### config.mk
export PLATFORM = sky130hd
export DESIGN_NAME = pio_irq_gen2
export DESIGN_NICKNAME = d
export VERILOG_FILES = /design/src/rtl/pio_irq_gen2_pkg.sv /design/src/rtl/pio_edge_sync.sv /design/src/rtl/pio_irq_gen2.sv
export SDC_FILE = /design/constraint.sdc
export NUM_CORES = 1
export LEC_CHECK = 0
export CORE_ASPECT_RATIO = 0.75
export CORE_MARGIN = 3
export CORE_UTILIZATION = 30
export CTS_CLUSTER_DIAMETER = 30
export DETAILED_ROUTE_END_ITERATION = 8
export PLACE_DENSITY = 0.65
export SETUP_SLACK_MARGIN = 0.2
export SLEW_MARGIN = 20
export SYNTH_ARGS = -nofsm -noshare
export SYNTH_HDL_FRONTEND = slang
export SYNTH_SLANG_ARGS = --single-unit
### constraint.sdc
create_clock -name clk -period 1.7 [get_ports clk]
set_input_delay 0.425 -clock clk [delete_from_list [all_inputs] [get_ports clk]]
set_output_delay 0.425 -clock clk [all_outputs]
set_load 0.1 [all_outputs]
### src/rtl/pio_irq_gen2_pkg.sv
//----------------------------------------------------------------------------
// Module : pio_irq_gen2_pkg
// Brief  : Register map, reset defaults and bus helper for the PIO with IRQ
// Rev    : 1.0 - initial release
//----------------------------------------------------------------------------
`default_nettype none

package pio_irq_gen2_pkg;

    localparam int         c_addr_w      = 3;

    localparam logic [2:0] c_reg_data    = 3'd0;
    localparam logic [2:0] c_reg_dir     = 3'd1;
    localparam logic [2:0] c_reg_irqmask = 3'd2;
    localparam logic [2:0] c_reg_edgecap = 3'd3;
    localparam logic [2:0] c_reg_outset  = 3'd4;
    localparam logic [2:0] c_reg_outclr  = 3'd5;
    localparam logic [2:0] c_reg_rise_en = 3'd6;
    localparam logic [2:0] c_reg_fall_en = 3'd7;

    // Per-bit reset value, replicated to the port width by the top level
    localparam logic       c_rise_en_rst = 1'b1;
    localparam logic       c_fall_en_rst = 1'b0;

    // Avalon-MM write qualifier
    function automatic logic wr_strobe(input logic cs, input logic wr_n);
        return cs & ~wr_n;
    endfunction

endpackage

`default_nettype wire

### src/rtl/pio_edge_sync.sv
//----------------------------------------------------------------------------
// Module : pio_edge_sync
// Brief  : One-channel input synchroniser with history flop and edge detect.
//          While the chain refills after reset the history flop loads the
//          same value as s, so a level present across reset is not an edge.
// Rev    : 1.0 - initial release
//----------------------------------------------------------------------------
`default_nettype none

module pio_edge_sync #(
    parameter int SYNC_STAGES = 2
) (
    input  logic clk,
    input  logic reset,
    input  logic pin,
    output logic s,
    output logic rise,
    output logic fall
);

    logic [SYNC_STAGES-1:0] r_sync;
    logic [SYNC_STAGES-1:0] r_fill;
    logic                   r_s_d;

    // Synchroniser chain, fill tracker and history flop
    always_ff @(posedge clk) begin
        if (reset) begin
            r_sync <= '0;
            r_fill <= '0;
            r_s_d  <= 1'b0;
        end else begin
            r_sync <= {r_sync[SYNC_STAGES-2:0], pin};
            r_fill <= {r_fill[SYNC_STAGES-2:0], 1'b1};
            // Until the first post-reset sample reaches s, track s's next value
            r_s_d  <= r_fill[SYNC_STAGES-1] ? r_sync[SYNC_STAGES-1]
                                            : r_sync[SYNC_STAGES-2];
        end
    end

    assign s    = r_sync[SYNC_STAGES-1];
    assign rise = s & ~r_s_d;
    assign fall = ~s & r_s_d;

endmodule

`default_nettype wire

### src/rtl/pio_irq_gen2.sv
//----------------------------------------------------------------------------
// Module : pio_irq_gen2
// Brief  : Parametrised GPIO port with direction, atomic set/clear, per-bit
//          edge selection, write-1-to-clear capture and level interrupt on an
//          Avalon-MM slave with one-cycle registered read.
// Rev    : 1.0 - initial release
//----------------------------------------------------------------------------
`default_nettype none

module pio_irq_gen2
    import pio_irq_gen2_pkg::*;
#(
    parameter int               WIDTH       = 8,
    parameter int               SYNC_STAGES = 2,
    parameter logic [WIDTH-1:0] OUT_RESET   = '0
) (
    input  logic                clk,
    input  logic                reset,
    input  logic [c_addr_w-1:0] address,
    input  logic                chipselect,
    input  logic                write_n,
    input  logic [31:0]         writedata,
    output logic [31:0]         readdata,
    input  logic [WIDTH-1:0]    in_port,
    output logic [WIDTH-1:0]    out_port,
    output logic [WIDTH-1:0]    oe,
    output logic                irq
);

    logic [WIDTH-1:0] r_out;
    logic [WIDTH-1:0] r_dir;
    logic [WIDTH-1:0] r_mask;
    logic [WIDTH-1:0] r_edgecap;
    logic [WIDTH-1:0] r_rise_en;
    logic [WIDTH-1:0] r_fall_en;
    logic [31:0]      r_readdata;

    logic [WIDTH-1:0] w_s;
    logic [WIDTH-1:0] w_rise;
    logic [WIDTH-1:0] w_fall;
    logic [WIDTH-1:0] w_ev;
    logic [WIDTH-1:0] w_clr;
    logic [WIDTH-1:0] w_wdata;
    logic [31:0]      w_rd_mux;
    logic             w_wr;
    logic             w_unused_wdata;

    assign w_wr           = wr_strobe(chipselect, write_n);
    assign w_wdata        = writedata[WIDTH-1:0];
    assign w_unused_wdata = ^writedata;

    for (genvar i = 0; i < WIDTH; i++) begin : g_chan
        pio_edge_sync #(
            .SYNC_STAGES (SYNC_STAGES)
        ) u_sync (
            .clk   (clk),
            .reset (reset),
            .pin   (in_port[i]),
            .s     (w_s[i]),
            .rise  (w_rise[i]),
            .fall  (w_fall[i])
        );
    end

    assign w_ev  = (w_rise & r_rise_en) | (w_fall & r_fall_en);
    assign w_clr = (w_wr && address == c_reg_edgecap) ? w_wdata : '0;

    // Writable control registers; only the addressed one changes per cycle
    always_ff @(posedge clk) begin
        if (reset) begin
            r_out     <= OUT_RESET;
            r_dir     <= '0;
            r_mask    <= '0;
            r_rise_en <= {WIDTH{c_rise_en_rst}};
            r_fall_en <= {WIDTH{c_fall_en_rst}};
        end else if (w_wr) begin
            case (address)
                c_reg_data:    r_out     <= w_wdata;
                c_reg_dir:     r_dir     <= w_wdata;
                c_reg_irqmask: r_mask    <= w_wdata;
                c_reg_outset:  r_out     <= r_out | w_wdata;
                c_reg_outclr:  r_out     <= r_out & ~w_wdata;
                c_reg_rise_en: r_rise_en <= w_wdata;
                c_reg_fall_en: r_fall_en <= w_wdata;
                default:       ;
            endcase
        end
    end

    // Edge capture: clear first, then OR in new events so none are lost
    always_ff @(posedge clk) begin
        if (reset) begin
            r_edgecap <= '0;
        end else begin
            r_edgecap <= (r_edgecap & ~w_clr) | w_ev;
        end
    end

    // Read mux; write-only strobes and unused upper bits read as zero
    always_comb begin
        w_rd_mux = '0;
        case (address)
            c_reg_data:    w_rd_mux[WIDTH-1:0] = w_s;
            c_reg_dir:     w_rd_mux[WIDTH-1:0] = r_dir;
            c_reg_irqmask: w_rd_mux[WIDTH-1:0] = r_mask;
            c_reg_edgecap: w_rd_mux[WIDTH-1:0] = r_edgecap;
            c_reg_rise_en: w_rd_mux[WIDTH-1:0] = r_rise_en;
            c_reg_fall_en: w_rd_mux[WIDTH-1:0] = r_fall_en;
            default:       w_rd_mux = '0;
        endcase
    end

    // Read data registered every cycle, independent of chipselect
    always_ff @(posedge clk) begin
        if (reset) begin
            r_readdata <= '0;
        end else begin
            r_readdata <= w_rd_mux;
        end
    end

    assign readdata = r_readdata;
    assign out_port = r_out;
    assign oe       = r_dir;
    assign irq      = |(r_edgecap & r_mask);

endmodule

`default_nettype wire
==> metrics.cfg <==
[setup_path]
cp.arrival_ns=1.30
reg2reg_to=g_chan[3].u_sync.r_s_d
start_kind=register
cp-end-kind=output pin
reg2reg_slack_ns=0.61
r2r_start=g_chan[2].u_sync.r_fill[1]
path_class=reg2out
crit_fanout=2
critPathRequiredTime_ns=1.27
reg2regPathDepth=2

[placement]
dpl.hpwl_um=7300
gp_congestion=0.831
port_buffers=47
place_inst=619

[routing]
drt_wl_total_um=10200
viasPerCell=5.05
firstDrtPassIters=5
first_iter_violations=274
avgRoutedWirePerCell_um=16.1
vias=3215
drc=0
ant_nets=0

[sta]
whs_ns=0.408
rsz0062_at_grt=true
tns_ns=-0.0236
finClkSkew_ns=0.00538
min_period_over_period_pct=101
fin_crit_ns=1.72
fmax_mhz=580
drv_slew=0
setup_ws_ns=-0.0236
max_slew_margin_pct=64.2
worstMarginPinSlew_ns=0.536
setup_viol=1
hold_violations=0

[cts]
clk_latency_ns=0.34
postCtsHoldBufs=0
cts_sinks=82
clockRootBuffer=clkbuf_16
h-tree-depth=3
cts_tree=yes
cts_buffers=9
clk_path_buf_depth=2
path_clk_slew_ns=0.06

[worst_hold_path]
hold_class=in2reg
hp-start=reset
holdPathEnd=oe[1]
whs_path_depth=2

[run]
cap_violations=0

[power]
ir_worst_vdd_mv=0.613
power.density_mw_per_mm2=986
total_leakage_power_nw=1.96

[logic_synthesis]
synthArstFlopShare_pct=0
synth_cells=399
synth_flop_cell=dfxtp_1
yosys.cell_types.count=37
synth_top_area_cell=dfxtp_1
ys_ff_latch=82
yosys-top-cells-area=dfxtp_1 45%, mux2i_1 7.4%, buf_4 6.3%
yosysTopAreaCellShare_pct=44.7
synth_seq_area_share_pct=44.7
yosysWarnings=0
netlist_area_mm2=0.00367
synth_edf_count=0
avgSynthCellArea_um2=9.20

[die]
die_w_um=134
coreArea_mm2=0.0118
dieArea_mm2=0.0136
start_util_pct=31.2
ios=96
num_rows=34
dieHeight_um=102

[status]
status=complete, but fails checks
violations=setup timing

[global_routing]
grt.total_usage_pct=15.4
grt_max_degree=30
grt_overflow_total=0
antenna_found_initial=0
grt_pass1_vias=3075
grt_pass1_wl_um=16600

[finish]
syn2layout_area_growth_pct=39.5
finalNetCount=517
mostFrequentLayoutCell=dfxtp_1
layout_common_cells=79 x dfxtp_1, 37 x buf_4, 35 x nand3_1, 35 x o21ai_0, 31 x buf_12
diodes=0
fin_cells=637
drive_gt1_share_pct=22.1

[timing repair]
item / CTS / global route
resized for setup: 15 / 3
endpoints found under the setup margin: 42 / 1
pin swaps: 3 / 1
setup buffers: 1 / 0
gates cloned: 1 / 0
[stage by stage]
| step | area (µm²) | power (W) | utilization, % | worst slack, ns |
|---|---|---|---|---|
| after floorplan | 3760 | 0.00267 | - | -0.118 |
| after global placement | 4730 | 0.00290 | 40.2 | -0.230 |
| after detailed placement | 4730 | 0.00291 | 40.2 | -0.278 |
| after CTS | 5110 | 0.00509 | 43.4 | -0.0297 |
| after global routing | 5120 | 0.00522 | 43.5 | -0.0827 |
| final | 5120 | 0.00505 | 43.5 | -0.0236 |
[sequential cells by signal (all words and copies together) (netlist names)]
signal                cells
r_fall_en                 8
r_mask                    8
out_port                  8
readdata                  8
g_chan.u_sync.r_sync     16
oe                        8
r_rise_en                 8
r_edgecap                 8
g_chan.u_sync.r_fill      2
g_chan.u_sync.r_s_d       8
[critical path, cell delays in order (launching register included)]
cell and delay [ns]:
dfxtp_2 0.32, a22oi_2 0.23, nand4_1 0.19, buf_12 0.22
[worst max path at each step]
| stage | from | end | slack, ns | cells past startpoint |
|---|---|---|---|---|
| 6_report | r_mask[4] | irq | -0.02 | 3 |
| 5_1_grt | r_mask[4] | irq | -0.08 | 3 |
| 4_1_cts | r_mask[4] | irq | -0.03 | 3 |
| 3_5_place_dp | address[1] | r_rise_en[1] | -0.28 | 5 |
| 3_3_place_gp | address[1] | readdata[5] | -0.23 | 5 |
| 2_1_floorplan | r_mask[5] | irq | -0.12 | 2 |
[cell families after synthesis]
kind of cell	share of synthesized area, %
and+or+nand+nor	18.3
other	0.102
AOI/OAI and AO/OA	19.1
buffers and inverters	10.5
muxes	7.36
DFF	44.7
[routing by layer]
layer | wire length, µm | share of wire [%] | up-vias | global-route usage (%)
li1 | - | - | 1533 | -
met5 | 0 | 0 | - | 0
met3 | 673 | 6.6 | 19 | 4.53
met4 | 178 | 1.7 | 0 | 4.43
met1 | 4790 | 47 | 1542 | 21.4
met2 | 4590 | 45 | 121 | 23.6
[layout make-up]
| type | count | area, µm² |
|---|---|---|
| Clock buffer | 12 | 267 |
| Clock inverter | 4 | 72.6 |
| Fill cell | 1108 | 6660 |
| Inverter | 11 | 41.3 |
| Multi-Input combinational cell | 275 | 1770 |
| Sequential cell | 82 | 1650 |
| Tap cell | 162 | 203 |
| Timing Repair Buffer | 91 | 1120 |
[cells in the mapped netlist (all sizes together) (10+ instances only)]
library cell and n:
a21oi 25, a31oi 11, buf 41, clkbuf 14, dfxtp 82, inv 11
mux2i 27, nand2b 10, nand3 35, nand3b 17, nor2 13, nor2b 18
o211ai 11, o21ai 35
[report_power, final]
group | internal [W] | switching, W
clock | 0.00140 | 0.000763
combinational | 0.000271 | 0.000573
sequential | 0.00199 | 0.0000567
No activity file was read; power rests on OpenSTA's default activity.
==> edit 1 (same settings) <==
Change the parameter `WIDTH` from 8 to 7.
--- a/src/rtl/pio_irq_gen2.sv
+++ b/src/rtl/pio_irq_gen2.sv
@@ -12,3 +12,3 @@
 #(
-    parameter int               WIDTH       = 8,
+    parameter int               WIDTH       = 7,
     parameter int               SYNC_STAGES = 2,
Interface: changed (resized in_port, oe and out_port); port bits go from 96 to 93. The function was not compared with the original's and may differ.
==> edit 1 against the unedited design <==
- the run still ends with negative setup slack left
- setup slack got worse by 0.15 ns
- wire length decreased by 24%
- fmax decreased by 8.1%
- final area decreased by 13%
- count of clock-buffer cells in the layout decreased by 2
- sequential cell count decreased by 10
- sequential share of layout area increased by 0.54 points
- combinational power decreased by 16%
- largest cell class unchanged
- non-clock buffer count decreased by 24
- highest routed layer unchanged
- total power decreased by 10%
- sequential power decreased by 12%
- clock skew about the same
- area after synthesis decreased by 11%
==> edit 1: results (changes against the unedited design) <==
[synth]
async_reset_ff_frac = 0  ; unchanged
synth_area_leaders = dfxtp_1 44%, mux2i_1 15%, buf_4 6.2%
synth_common_cells = 72 x dfxtp_1, 49 x mux2i_1, 27 x buf_4
ys_seq_area_frac = 0.440  ; -0.00749
synthDistinctLibCells = 32  ; -14%
yosysWarnings = 0  ; unchanged

[route]
via_count = 2525  ; -21%
wire_per_inst_um = 14.7  ; -8.8%
firstDrtPassIters = 5  ; unchanged
drtIter0Drc = 213  ; -22%

[layout]
diodes = 0  ; unchanged
nFillCells = 984  ; -11%
largest_register_ffs = 14  ; -2
layout-drive-gt1-share = 0.217  ; -0.00443
layout.nets = 438  ; -15%

[global_routing]
grt_usage = 0.133  ; -0.0211
use_met2 = 0.202  ; -0.0340
antenna_found_initial = 0  ; unchanged
grt_pass1_vias = 2397  ; -22%
grt_max_degree = 49  ; +63%
grt_use_met1 = 0.189  ; -0.0252
grt_util_met3 = 0.0396  ; -0.00572
grt_pass1_wl_um = 12700  ; -23%

[power]
peakVddDrop_v = 0.000554  ; -9.6%
internal-power_uw = 3280  ; -10%
p_leak_uw = 0.00177  ; -9.8%

[sta]
final.setup.tns_ns = -0.175  ; -0.151 ns
fin_skew_ns = 0.00519  ; -0.000187 ns
finalSetupViolations = 1  ; unchanged
setup_slack_ns = -0.175  ; -0.151 ns
max_slew_margin = 0.660  ; +0.0180

[run_status]
violations = negative setup slack
status = finished with violations

[clocking]
h-tree-depth = 3  ; unchanged
root_buffer = clkbuf_16

[worst_setup_path]
cp-startpoint = r_edgecap[5]
worstPathArrival_ns = 1.45  ; +0.15 ns
worst-path-max-fanout = 2  ; unchanged
reg2reg_from = g_chan[1].u_sync.r_fill[1]

[min_path]
hold_class = reg2reg
min-delay-start = g_chan[6].u_sync.r_fill[0]

[place]
portBuffers = 42  ; -11%
place_hpwl_um = 6020  ; -18%
gp_congestion = 0.796  ; -4.2%
dpl-instance-area_um2 = 4110  ; -13%
dp_slack_ns = -0.308  ; -0.0295 ns

edit 1: cell types whose count changed after synthesis, sizes merged, moves of 21 or more:
cell,unedited run,this run
mux2i,27,49
a21oi,25,0
o21ai,35,14
nand3,35,8
edit 1: power groups by stage:
stage	registers [uW]	logic (uW)	clock network, uW
after CTS	1790	710	2090
final	1790	713	2040
after detailed placement	1830	711	0
after global placement	1830	706	0
after global routing	1800	746	2170
after floorplan	1900	472	0
edit 1: worst max-delay path: stages (launching register included):
cell	delay [ns]
dfxtp_2	0.32
a222oi_1	0.37
buf_4	0.19
nand3_4	0.06
buf_12	0.18
edit 1: final timing paths:
check | endpoint | slack (ns) | cells past startpoint
worst max-delay path | irq | -0.17 | 4
worst min-delay path | g_chan[1].u_sync.r_fill[1] | 0.44 | 1
worst max register to register | g_chan[0].u_sync.r_s_d | 0.71 | 2
worst min register to register | g_chan[1].u_sync.r_fill[1] | 0.44 | 1
edit 1: layout make-up:
class,instances,area [um^2],share of cell area
Multi-Input combinational cell,241,1650,0.370
Clock inverter,6,91.3,0.0205
Sequential cell,72,1450,0.326
Inverter,1,3.75,0.000844
Timing Repair Buffer,67,846,0.190
Tap cell,136,170,0.0382
Clock buffer,10,239,0.0537
edit 1: layer usage:
layer  vias to the layer above  share of wire
met5                         -              0
met4                         0         0.0027
met3                         4          0.066
met2                        86           0.43
met1                      1188           0.50
li1                       1247              -
edit 1: kinds of logic (layout without fill, tap and decap cells):
family	count (synthesis)	in the layout	share of synthesized area
AO/OA/AOI/OAI	45	45	0.0958
AND/OR/NAND/NOR	122	122	0.224
flip-flops	72	72	0.440
buffers and inverters	47	84	0.0897
other	1	25	0.00114
multiplexers	49	49	0.150
edit 1: stage by stage:
step | hold slack [ns] | std cells
global route | 0.453 | 533
finish | 0.443 | 533
floorplan | 0.414 | 360
CTS | 0.443 | 532
detailed placement | 0.427 | 516
global placement | 0.422 | 516
edit 1: repair_timing:
item | in CTS | in global routing
resized for setup | 8 | 0
gates cloned | 0 | 0
buffers inserted | 0 | 1
hold endpoints to repair | 0 | 0
pin swaps | 1 | 1
endpoints found under the setup margin | 43 | 4
==> edit 2 (same flow settings) <==
Made on the original files. Add an input register stage for `address`, `chipselect`, `write_n`, `writedata` and `in_port`; this delays them by one clock. Comments in the files are not updated.
--- a/src/rtl/pio_irq_gen2.sv
+++ b/src/rtl/pio_irq_gen2.sv
@@ -29,2 +29,16 @@
 
+    logic [c_addr_w-1:0] address_q;
+    logic chipselect_q;
+    logic write_n_q;
+    logic [31:0] writedata_q;
+    logic [WIDTH-1:0] in_port_q;
+
+    always_ff @(posedge clk) begin
+        address_q    <= address;
+        chipselect_q <= chipselect;
+        write_n_q    <= write_n;
+        writedata_q  <= writedata;
+        in_port_q    <= in_port;
+    end
+
     logic [WIDTH-1:0] r_out;
@@ -47,5 +61,5 @@
 
-    assign w_wr           = wr_strobe(chipselect, write_n);
-    assign w_wdata        = writedata[WIDTH-1:0];
-    assign w_unused_wdata = ^writedata;
+    assign w_wr           = wr_strobe(chipselect_q, write_n_q);
+    assign w_wdata        = writedata_q[WIDTH-1:0];
+    assign w_unused_wdata = ^writedata_q;
 
@@ -57,3 +71,3 @@
             .reset (reset),
-            .pin   (in_port[i]),
+            .pin   (in_port_q[i]),
             .s     (w_s[i]),
@@ -65,3 +79,3 @@
     assign w_ev  = (w_rise & r_rise_en) | (w_fall & r_fall_en);
-    assign w_clr = (w_wr && address == c_reg_edgecap) ? w_wdata : '0;
+    assign w_clr = (w_wr && address_q == c_reg_edgecap) ? w_wdata : '0;
 
@@ -76,3 +90,3 @@
         end else if (w_wr) begin
-            case (address)
+            case (address_q)
                 c_reg_data:    r_out     <= w_wdata;
@@ -101,3 +115,3 @@
         w_rd_mux = '0;
-        case (address)
+        case (address_q)
             c_reg_data:    w_rd_mux[WIDTH-1:0] = w_s;
Check against the original RTL: not equivalent (a bounded check fails within 4 cycles, from zero or initial values and one cycle with reset high).
==> edit 2 against the unedited design <==
- the run still ends with negative setup slack left
- final area grew 4.0%
- clock skew grew 0.0028 ns
- sequential cell count grew 21
- fmax grew 0.13%
- total power grew 9.5%
- sequential power grew 27%
- non-clock buffer count shrank 22
- critical path depth is the same
- cell count shrank 0.47%
- wire length grew 0.93%
- area after synthesis grew 11%
- synthesized cell count grew 2.5%
- setup slack gained 0.0023 ns
- highest routed layer unchanged
==> edit 2: results (changes against the unedited design) <==
[synth]
syn_inst = 409  ; +2.5%
ys_seq_area_frac = 0.508  ; +0.0610
yosysWarnings = 0  ; unchanged
synth_area_leaders = dfxtp_1 51%, nand3_1 6.0%, o21ai_0 5.1%
async_reset_ff_frac = 0  ; unchanged
synth_flop_cell = dfxtp_1
synthDistinctLibCells = 41  ; +11%
synth_common_cells = 103 x dfxtp_1, 49 x nand3_1, 41 x o21ai_0

[place]
dpl-instance-area_um2 = 4920  ; +3.9%
dpl.cell_count = 613  ; -0.97%
place_hpwl_um = 7150  ; -2.1%
dp_slack_ns = 0.0115  ; +0.290 ns
gp_congestion = 0.876  ; +5.5%

[run_status]
status = finished with violations
violations = negative setup slack

[global_routing]
grt_pass1_wl_um = 16600  ; +0.21%
antenna_found_initial = 0  ; unchanged
use_met2 = 0.211  ; -0.0245
grt_util_met3 = 0.0481  ; +0.00287
grt_use_met1 = 0.201  ; -0.0132
grt_pass1_vias = 2987  ; -2.9%
grt_max_degree = 52  ; +73%
grt_usage = 0.142  ; -0.0120

[worst_setup_path]
worst-path-max-fanout = 3  ; +1
reg2regPathDepth = 4  ; +2

[route]
vias_per_cell = 5.08  ; +0.60%
wire_per_inst_um = 16.3  ; +1.4%
drtIter0Drc = 266  ; -2.9%

[sta]
final.setup.tns_ns = -0.0213  ; +0.00229 ns
finalSetupViolations = 1  ; unchanged
setup_slack_ns = -0.0213  ; +0.00229 ns
max_slew_margin = 0.648  ; +0.00569
fin_skew_ns = 0.00819  ; +0.00281 ns

[min_path]
holdPathStages = 1  ; -1
hold_class = reg2reg

[clocking]
h-tree-depth = 3  ; unchanged
cts_max_path_buffers = 2  ; unchanged

[layout]
layout-drive-gt1-share = 0.210  ; -0.0115
nFillCells = 1251  ; +13%
largest_register_ffs = 16  ; unchanged
regMostFlops = g_chan.u_sync.r_sync
finalNonFillerCells = 634  ; -0.47%
layout.nets = 505  ; -2.3%

[power]
peakVddDrop_v = 0.000489  ; -20%
p_leak_uw = 0.00192  ; -2.3%

[edit 2: area by class of cell]
type	count	area, um^2	area share
repair buffers	69	918	0.172
well taps	171	214	0.0401
clock inverters	5	61.3	0.0115
inverters	4	15.0	0.00282
clock buffers	11	253	0.0474
flip-flops and latches	103	2080	0.390
multi-input cells	271	1790	0.336
[edit 2: power by group]
part,switching [uW],leakage [uW],internal [uW]
sequential,97.9,0.000851,2500
clock,922,0.000157,1240
combinational,534,0.000911,239
[edit 2: cell families (layout without fill, tap and decap cells)]
kind of cell           Yosys count  count (layout)  share of synthesized area
AO/OA/AOI/OAI                  105             105                      0.158
multiplexers                    24              24                     0.0734
AND/OR/NAND/NOR                117             117                      0.174
other                            1              24                   0.000924
buffers and inverters           58              89                     0.0842
flip-flops                     103             103                      0.508
XOR/XNOR                         1               1                    0.00216
[edit 2: path summary, 6_finish.rpt]
kind                                    from                         end  slack [ns]
worst min register to register  in_port_q[5]  g_chan[5].u_sync.r_sync[0]        0.44
worst min-delay path            in_port_q[5]  g_chan[5].u_sync.r_sync[0]        0.44
worst max register to register  address_q[0]                 readdata[7]        0.25
worst max-delay path               r_mask[0]                         irq       -0.02
[edit 2: per-layer routing]
layer  vias up  wire [um]
met4         0        171
met2       142       4440
li1       1534          -
met1      1531       4870
met3        12        851
met5         -          0
[edit 2: worst max-delay path: stages, from the launching register on]
cell	delay, ns
dfxtp_2	0.34
a22oi_2	0.20
nand4_1	0.19
buf_12	0.22
[edit 2: repair_timing]
item / in CTS / in global routing
setup buffers: 5 / 0
setup endpoints to repair: 31 / 14
gates resized for setup: 9 / 15
pin swaps: 4 / 2
hold endpoints to repair: 0 / 0
cloned: 0 / 0
